**src/rtl/rr_mux_n_if.sv**
```systemverilog
// rr_mux_n_if: channel-side and output-side handshake bundle for rr_mux_n.
interface rr_mux_n_if #(
    parameter int N  = 4,
    parameter int W  = 8,
    parameter int SW = $clog2(N)
);
    logic [N*W-1:0] in_data;
    logic [N-1:0]   in_valid;
    logic [N-1:0]   in_ready;
    logic           mode;
    logic [SW-1:0]  sel;
    logic [W-1:0]   out_data;
    logic           out_valid;
    logic           out_ready;
    logic [SW-1:0]  out_ch;

    modport master (
        output in_data, in_valid, mode, sel, out_ready,
        input  in_ready, out_data, out_valid, out_ch
    );

    modport slave (
        input  in_data, in_valid, mode, sel, out_ready,
        output in_ready, out_data, out_valid, out_ch
    );
endinterface

```
**src/rtl/rr_mux_n.sv**
```systemverilog
// rr_mux_n: N-channel mux with fixed-select or round-robin arbitration into a
// single registered output stage with valid/ready backpressure.
module rr_mux_n #(
    parameter int N  = 4,
    parameter int W  = 8,
    parameter int SW = $clog2(N)
) (
    input logic        clk,
    input logic        rst,
    rr_mux_n_if.slave  bus
);
    logic          load;
    logic          gnt_v;
    logic [SW-1:0] gnt;
    logic [SW-1:0] ptr;

    assign load = !bus.out_valid || bus.out_ready;

    // Round-robin search runs high-to-low so the channel nearest ptr wins last.
    always_comb begin
        gnt_v = 1'b0;
        gnt   = '0;
        if (!bus.mode) begin
            gnt_v = |(bus.in_valid & (N'(1) << bus.sel));
            gnt   = bus.sel;
        end else begin
            for (int k = N - 1; k >= 0; k--) begin
                if (bus.in_valid[SW'((int'(ptr) + k) % N)]) begin
                    gnt_v = 1'b1;
                    gnt   = SW'((int'(ptr) + k) % N);
                end
            end
        end
    end

    assign bus.in_ready = (load && gnt_v && !rst) ? N'(1) << gnt : '0;

    always_ff @(posedge clk) begin
        if (rst) begin
            bus.out_valid <= 1'b0;
            bus.out_data  <= '0;
            bus.out_ch    <= '0;
            ptr           <= '0;
        end else if (load) begin
            bus.out_valid <= gnt_v;
            if (gnt_v) begin
                bus.out_data <= W'(bus.in_data >> (gnt * W));
                bus.out_ch   <= gnt;
                if (bus.mode) ptr <= (gnt == SW'(N - 1)) ? '0 : gnt + 1'b1;
            end
        end
    end
endmodule

```
**src/flat_wrapper.sv**
```systemverilog
// flat-port wrapper written by rule: the top's interface ports become plain ports
module rr_mux_n_flat 
#(
    parameter int N  = 4,
    parameter int W  = 8,
    parameter int SW = $clog2(N)
)
  (clk, rst, bus_in_data, bus_in_valid, bus_mode, bus_sel, bus_out_ready, bus_in_ready, bus_out_data, bus_out_valid, bus_out_ch);
  rr_mux_n_if #(.N(N), .W(W), .SW(SW)) bus_i ();
  input logic clk;
  input logic rst;
  input wire logic [$bits(bus_i.in_data)-1:0] bus_in_data;
  input wire logic [$bits(bus_i.in_valid)-1:0] bus_in_valid;
  input wire logic [$bits(bus_i.mode)-1:0] bus_mode;
  input wire logic [$bits(bus_i.sel)-1:0] bus_sel;
  input wire logic [$bits(bus_i.out_ready)-1:0] bus_out_ready;
  output wire logic [$bits(bus_i.in_ready)-1:0] bus_in_ready;
  output wire logic [$bits(bus_i.out_data)-1:0] bus_out_data;
  output wire logic [$bits(bus_i.out_valid)-1:0] bus_out_valid;
  output wire logic [$bits(bus_i.out_ch)-1:0] bus_out_ch;
  assign bus_i.in_data = bus_in_data;
  assign bus_i.in_valid = bus_in_valid;
  assign bus_i.mode = bus_mode;
  assign bus_i.sel = bus_sel;
  assign bus_i.out_ready = bus_out_ready;
  assign bus_in_ready = bus_i.in_ready;
  assign bus_out_data = bus_i.out_data;
  assign bus_out_valid = bus_i.out_valid;
  assign bus_out_ch = bus_i.out_ch;
  rr_mux_n #(.N(N), .W(W), .SW(SW)) u_core (.clk(clk), .rst(rst), .bus(bus_i));
endmodule
```
**config.mk**
```make
export PLATFORM = sky130hd
export DESIGN_NAME = rr_mux_n_flat
export DESIGN_NICKNAME = d
export VERILOG_FILES = /design/src/rtl/rr_mux_n_if.sv /design/src/rtl/rr_mux_n.sv /design/src/flat_wrapper.sv
export SDC_FILE = /design/constraint.sdc
export NUM_CORES = 1
export LEC_CHECK = 0
export ABC_AREA = 0
export CORE_MARGIN = 4
export CORE_UTILIZATION = 37
export CTS_CLUSTER_SIZE = 25
export DETAILED_ROUTE_END_ITERATION = 7
export PLACE_DENSITY = 0.8
export SLEW_MARGIN = 20
export SYNTH_ARGS = -nofsm -noshare
export SYNTH_HDL_FRONTEND = slang
export SYNTH_SLANG_ARGS = --single-unit
```
**constraint.sdc**
```tcl
create_clock -name clk -period 3.7 [get_ports clk]
set_input_delay 0.74 -clock clk [delete_from_list [all_inputs] [get_ports clk]]
set_output_delay 0.74 -clock clk [all_outputs]
set_load 0.02 [all_outputs]
```
# Word-level counts from Yosys, hierarchy flattened
# Cells that the tools add are included.
# totals
register_bits,13
input_bits,42
out_inout_bits,15
elab_cells,49
# classes
bitwise,1
n_shift,3
eq_ne,1
n_reduce_logical,8
n_lt_le_gt_ge,4
mux,24
n_addsub,4
# ops
operator,n
$shr 32x5->8,1
$lt 2x4->1 const B,4
$mux 1,13
$mux 2,6
$bmux 1 s2,4
$shl 1x2->4 const A,2
$add 2x1->2 const B,2
$add 2x2->2 const B,2
$and 4x4->4,1
$mux 4,1
$reduce_or 4->1,1
$reduce_and 3->1,1
$eq 2x2->1 const B,1
$logic_and 1x1->1,2
$logic_not 1->1,2
$reduce_and 2->1,1
$logic_or 1x1->1,1

# Depth between registers and ports, before layout
# Gate-level depths: netlist of run 1.
# logic_depth
ltp_word,12
depth_mapped,7
depth_no_buf,6

# Least setup slack after synthesis of run 1
# OpenSTA, ideal clock, no wires.
# synth_path
path_type,input -> output
from,input bus_in_valid[1]
to,output bus_in_ready[0]
path_stages,6
t_required_ns,2.960
slack_ns,0.862
arrival_ns,2.098
path_buffers,1
cell_sequence,or4_1 mux2i_1 a21oi_1 nor2b_1 buf_2 and3_1
# synth_between
elab_chain_len,11
word_cells_on_any_way,28
classes_between,1 x shift; 23 x mux; 1 x bitwise; 3 x reduce/logical
# synth_lines
element,line_no,text
"start, declared",flat_wrapper.sv:13,input wire logic [$bits(bus_i.in_valid)-1:0] bus_in_valid;
$bmux 1 s2,rr_mux_n.sv:28,if (bus.in_valid[SW'((int'(ptr) + k) % N)]) begin
$mux 1 (implied by the code) (2 in series),rr_mux_n.sv:28,
$mux 1 (4 in series),rr_mux_n.sv:28,
$mux 1,rr_mux_n.sv:23,if (!bus.mode) begin
$logic_and 1x1->1 (2 in series),rr_mux_n.sv:36,assign bus.in_ready = (load && gnt_v && !rst) ? N'(1) << gnt : '0;
$mux 4 (*),rr_mux_n.sv:36,
"end, declared",flat_wrapper.sv:17,output wire logic [$bits(bus_i.in_ready)-1:0] bus_in_ready;
# Mark *: on every way between the ends. The rest lies on a longest branch, timed or not. The select of a mux whose other input is x is not followed.

# Worst setup path in the final report of run 1
# Ends and elaborated chain as after synthesis.

==> out/metrics.yaml, run 1 <==
status: "finished clean"
dpl_cell_area_mm2: 0.00145
r2r-start: "u_core.ptr[1]"
grt_max_degree: 9
num_io_pins: 57
wl_per_cell_um: 15.8
grt_usage: 0.177
critPathLaunchType: "input pin"
skew_ns: 0.00414
switching_share: 0.308
finalNetCount: 184
hp-start: "u_core.bus.out_ch[1]"
synthCells: 79
critPathCaptureType: "output port"
timing.hold.ws_ns: 0.479
drt_first_pass_iters: 4
die_w_um: 55.6
synth_edf_count: 0
synth_async_sr_flop_share: 0
antenna_left: 0
p_int_uw: 321
cts_tree: "done"
p_leak_uw: 0.000626
dieArea_mm2: 0.00309
cts_root_buf: "clkbuf_4"
overflow: 0
power_density_mw_per_mm2: 312
synth_nets: 121
hold_viol: 0
clk_latency_ns: 0.29
dp.cells: 164
drt_iter0_markers: 22
p_sw_uw: 143
critPathKind: "in -> out"
ys_ff_latch: 13
coreArea_mm2: 0.00206
grt_first_pass_wirelength_mm: 4.31
final-setup-viol-count: 0
fp-row-count: 16
num_vias: 882
io_buffers: 56
hpwl_mm: 2.16
grt_pass1_vias: 860
synth_most_common_cell: "dfxtp_1"
ir_drop_uv: 262
path_delay_family: "simple AND/OR/NAND/NOR gates"
yosysUniqueCellTypes: 26
tightest_slew_ns: 0.542
min_to: "u_core.bus.out_ch[1]"
rrSetupSlack_ns: 1.49
synth_top_area_frac: 0.311
cp_slowest_cell: "or4_1"
num_antenna_cells: 0
yosys_warnings: 0
path_max_fanout: 6
critPathArrivalTime_ns: 2.77
vias_per_cell: 5.25
synth_area_leaders: "dfxtp_1 31%, mux4_2 24%, a22o_1 8.4%, nand2b_1 3.7%, a21oi_1 3.6%"
cts_htree_levels: 1
reg2reg_depth: 7
area_growth_pct: 77.6
critical_path.cell_chain: "clkdlybuf4s50_1, or4_1, mux2i_1, a21oi_1, nor2b_2, and3_1, dlygate4sd2_1"
antenna_found_initial: 0
path_buf_inv: 2
place.gp.congestion: 0.856
hp-class: "reg -> reg"
layoutNonFillerInstCount: 168
layout-drive-gt1-share: 0.170
maxSlewHeadroom: 0.637
seq_power_share: 0.360
power_frac_comb: 0.439
stdcell_area_mm2: 0.00149
drc_errors: 0
synth_area_um2: 837
drt-total-wl_mm: 2.66
clockBufferDepth: 2
finalCriticalPeriod_ns: 3.51
cp.required_ns: 2.96
fillers: 161
start_util: 0.406
critPathMaxStageDelay_ns: 0.57
rsz0062_at_grt: "false"
cap_violations: 0
synth_seq_area_share: 0.311
cts_sinks: 13
power_frac_clock: 0.201
numCtsBuffers: 3
min_period_over_period: 0.947
hold_path_depth: 2
rr_endpoint: "u_core.bus.out_data[2]"
syn_avg_cell_area_um2: 10.6
slew_viol_final: 0
clock.fmax_mhz: 285
ys_top_cells_by_count: "13 x dfxtp_1, 9 x mux4_2, 8 x a22o_1"
fp.dieH_um: 55.6
tns_ns: 0
clk_pin_slew_ns: 0.08
synth_top_cell_by_area: "dfxtp_1"
synth_flop_cell: "dfxtp_1"
## cells in the final DEF (no fill, tap or decap), types with 2 or more instances in the layout
master           netlist  layout
clkdlybuf4s50_1        0      52
dfxtp_1               13      13
mux4_2                 9       9
a22o_1                 8       8
a21oi_1                6       6
nor2_1                 6       6
buf_4                  0       6
inv_1                  5       5
nand2b_1               5       5
nand2_1                3       3
clkbuf_4               0       3
dlymetal6s2s_1         0       3
o21ai_0                2       2
mux2i_1                2       2
a211oi_1               2       2
and3_1                 2       2
## metal layers
metal | track usage | vias up | share of wire | wire length [um]
met4 | 0.0313 | 0 | 0.0030 | 8
met1 | 0.214 | 415 | 0.42 | 1110
met5 | 0 | - | 0 | 0
met2 | 0.294 | 37 | 0.50 | 1330
li1 | - | 428 | - | -
met3 | 0.0746 | 2 | 0.083 | 221
## area by class of cell
class | count | area, um2 | share of cell area
Sequential cell | 13 | 260 | 0.175
Timing Repair Buffer | 62 | 612 | 0.412
Multi-Input combinational cell | 57 | 536 | 0.360
Inverter | 5 | 18.8 | 0.0126
Tap cell | 27 | 33.8 | 0.0227
Clock buffer | 4 | 26.3 | 0.0177
## state kept, by name, summed over array words and instances, names as in the netlist
name                  flops
u_core.bus.out_data       8
u_core.bus.out_ch         2
u_core.ptr                2
u_core.bus.out_valid      1
## worst max path at each step
stage | from | slack (ns) | cells past startpoint | to
after global routing | bus_in_valid[1] | 0.08 | 7 | bus_in_ready[0]
after floorplan | bus_in_valid[1] | 0.86 | 6 | bus_in_ready[0]
after CTS | bus_in_valid[1] | 0.003 | 8 | bus_in_ready[3]
after global placement | bus_in_valid[1] | 0.02 | 7 | bus_in_ready[0]
final | bus_in_valid[1] | 0.19 | 7 | bus_in_ready[0]
after detailed placement | bus_in_valid[1] | -0.01 | 7 | bus_in_ready[0]
## repair_timing
item,CTS,global route
hold buffers,0,0
gates resized for setup,1,4
buffers inserted,0,0
setup endpoints to repair,1,3
## per-stage QoR
| step | utilization | total power, uW | setup WS, ns |
|---|---|---|---|
| finish | 0.721 | 464 | 0.195 |
| global route | 0.721 | 490 | 0.0776 |
| CTS | 0.716 | 466 | 0.00329 |
| detailed placement | 0.704 | 374 | -0.0144 |
| global placement | 0.704 | 371 | 0.0208 |
| floorplan | - | 274 | 0.862 |
## power groups by stage
stage	clock (uW)	combinational, uW	sequential (uW)
after floorplan	0	87.2	187
after detailed placement	0	204	170
after CTS	94.3	205	167
after global placement	0	202	170
after global routing	102	218	170
final	93.2	203	167
## worst reg2reg max path: cells and delay by family (launching register included)
| family | cells | cell delay, ns |
|---|---|---|
| AO/OA/AOI/OAI | 5 | 0.91 |
| multiplexers | 1 | 0.50 |
| flip-flops | 1 | 0.45 |
| buffers and inverters | 1 | 0.24 |
## cell families (layout without fill, tap and decap cells)
group | Yosys count | count (layout) | share of synthesized area
buffers and inverters | 9 | 71 | 0.0523
AOI/OAI and AO/OA | 23 | 23 | 0.205
and+or+nand+nor | 21 | 21 | 0.142
xor gates and xnor gates | 1 | 1 | 0.0105
DFF | 13 | 13 | 0.311
muxes | 12 | 12 | 0.280
Power figures use the tool's default switching activity.
==> inputs of run 2 (changes only) <==
--- a/config.mk
+++ b/config.mk
@@ -6,7 +6,7 @@
 export NUM_CORES = 1
 export LEC_CHECK = 0
 export ABC_AREA = 0
-export CORE_MARGIN = 4
+export CORE_MARGIN = 5
 export CORE_UTILIZATION = 37
 export CTS_CLUSTER_SIZE = 25
 export DETAILED_ROUTE_END_ITERATION = 7
==> run 2 against run 1 <==
Effect of this change: total power fell by 1.3%; non-clock buffer count is 1 higher; cell count rose by 1.2%; sequential power about the same; critical path depth unchanged; maximum frequency increased by 4.7%; clock skew fell by 0.00081 ns; via count up 0.91%; core utilization fell by 3.6 points; flip-flop and latch count unchanged; routed wire length rose by 0.98%; critical endpoint unchanged; largest cell class unchanged.
==> out/metrics.yaml, run 2 (synthesis results as in run 1) <==
status: "finished clean"
overflow: 0
grt_pass1_vias: 865
power_frac_clock: 0.189
r2r-start: "u_core.ptr[1]"
worstSetupEndpoint: "bus_in_ready[0]"
use_met3: 0.0520
hp-class: "reg -> reg"
cts_setup_buffers: 0
cts_htree_levels: 1
critical_path.cell_chain: "clkdlybuf4s50_1, or4_1, mux2i_1, a21oi_1, nor2b_2, and3_1, dlymetal6s2s_1"
gr-max-usage-layer: "met2"
area_growth_pct: 79.4
rsz0062_at_grt: "false"
cts_root_buf: "clkbuf_4"
die_w_um: 57.6
tns_ns: 0
slew_viol_final: 0
use_met2: 0.263
maxSlewHeadroom: 0.645
path_delay_family: "simple AND/OR/NAND/NOR gates"
min_period_over_period: 0.905
cts_tree: "done"
numCtsBuffers: 3
cp.depth: 7
start_util: 0.382
grt_usage: 0.162
final_cell_mix: "51 x clkdlybuf4s50_1, 13 x dfxtp_1, 9 x mux4_2, 8 x a22o_1, 7 x buf_4"
regMostFlops: "u_core.bus.out_data"
tightest_slew_ns: 0.531
largestRegisters: "u_core.bus.out_data x8, u_core.bus.out_ch x2, u_core.ptr x2"
clk_pin_slew_ns: 0.08
hold_viol: 0
seq_power_share: 0.366
timing.hold.ws_ns: 0.481
grt_max_degree: 11
io_buffers: 56
rr_endpoint: "u_core.bus.out_data[2]"
cts_hold_buffers: 0
critPathLaunchType: "input pin"
wl_per_cell_um: 15.8
fp-row-count: 17
clockBufferDepth: 2
clock.fmax_mhz: 299
path_max_fanout: 5
num_io_pins: 57
p_int_uw: 321
switching_share: 0.300
critPathMaxStageDelay_ns: 0.52
utilization: 0.685
power_density_mw_per_mm2: 305
critPathCaptureType: "output port"
drc_errors: 0
vias_per_cell: 5.24
cap_violations: 0
p_leak_uw: 0.000653
finalPower_uw: 458
layoutNonFillerInstCount: 170
reg2reg_depth: 7
hpwl_mm: 2.21
final-setup-viol-count: 0
largest_reg_flops: 8
drt_first_pass_iters: 5
cp_slowest_cell: "or4_1"
drt_iter0_markers: 36
skew_ns: 0.00333
num_antenna_cells: 0
cts_sinks: 13
critPathKind: "in -> out"
ir_drop_uv: 197
finalCriticalPeriod_ns: 3.35
layout-drive-gt1-share: 0.176
dp.cells: 166
rrSetupSlack_ns: 1.43
place.gp.congestion: 0.867
drt-total-wl_mm: 2.69
startpoint: "bus_in_valid[3]"
coreArea_mm2: 0.00219
critPathArrivalTime_ns: 2.61
grt_use_met1: 0.199
antenna_found_initial: 0
antenna_left: 0
power_frac_comb: 0.445
grt_first_pass_wirelength_mm: 4.18
final_common_cell: "clkdlybuf4s50_1"
fp.dieH_um: 57.6
p_sw_uw: 137
dieArea_mm2: 0.00331
clk_latency_ns: 0.27
finalNetCount: 185
num_vias: 890
path_buf_inv: 2
cp.required_ns: 2.96
-- run 2: cell types whose count changed in the layout (fill, tap and decap cells not counted) --
cell | previous run | this run
buf_4 | 6 | 7
dlymetal6s2s_1 | 3 | 5
clkdlybuf4s50_1 | 52 | 51
dlygate4sd2_1 | 1 | 0
-- run 2: repair_timing --
action                     CTS  global route
hold endpoints to repair     0             0
setup endpoints to repair    1             4
resized for setup            1             5
-- run 2: layout make-up --
type	count	area (um2)
clock buffer	4	26.3
fill	178	689
inverter	5	18.8
multi-input combinational	57	536
sequential	13	260
tap	28	35.0
timing repair buffer	63	626
-- run 2: worst reg2reg max path: stages, from the launching register on --
cell      delay [ns]
dfxtp_1         0.43
a21boi_1        0.09
a211oi_1        0.32
o221ai_2        0.15
o21ai_2         0.15
buf_4           0.28
mux4_2          0.52
a22o_1          0.24
-- run 2: per-layer routing --
layer / part of all wire / vias to the layer above
li1: - / 426
met1: 0.40 / 420
met2: 0.49 / 42
met3: 0.10 / 2
met4: 0.0063 / 0
met5: 0 / -
-- run 2: worst min-delay path by stage --
| stage | slack, ns | cells after the start | end | start |
|---|---|---|---|---|
| 2_1_floorplan | 0.52 | 2 | u_core.ptr[0] | u_core.ptr[0] |
| 5_1_grt | 0.50 | 1 | u_core.bus.out_data[2] | u_core.bus.out_data[2] |
| 3_3_place_gp | 0.46 | 1 | u_core.bus.out_data[0] | u_core.bus.out_data[0] |
| 3_5_place_dp | 0.46 | 1 | u_core.bus.out_data[2] | u_core.bus.out_data[2] |
| 4_1_cts | 0.48 | 1 | u_core.bus.out_data[2] | u_core.bus.out_data[2] |
| 6_report | 0.48 | 1 | u_core.bus.out_data[6] | u_core.bus.out_data[6] |
-- run 2: per-stage QoR --
| step | cell area (um2) | worst slack [ns] |
|---|---|---|
| 2_1_floorplan | 837 | 0.862 |
| 3_3_place_gp | 1460 | 0.0636 |
| 3_5_place_dp | 1460 | -0.0168 |
| 4_1_cts | 1490 | 0.0227 |
| 5_1_grt | 1500 | 0.252 |
| 6_report | 1500 | 0.351 |
-- run 2: power by group through the flow --
stage                     clock network, uW  registers [uW]  logic (uW)
after floorplan                           0             187        87.2
after global placement                    0             170         201
after detailed placement                  0             171         204
after CTS                              87.2             167         206
after global routing                   98.7             170         218
final                                  86.6             167         204
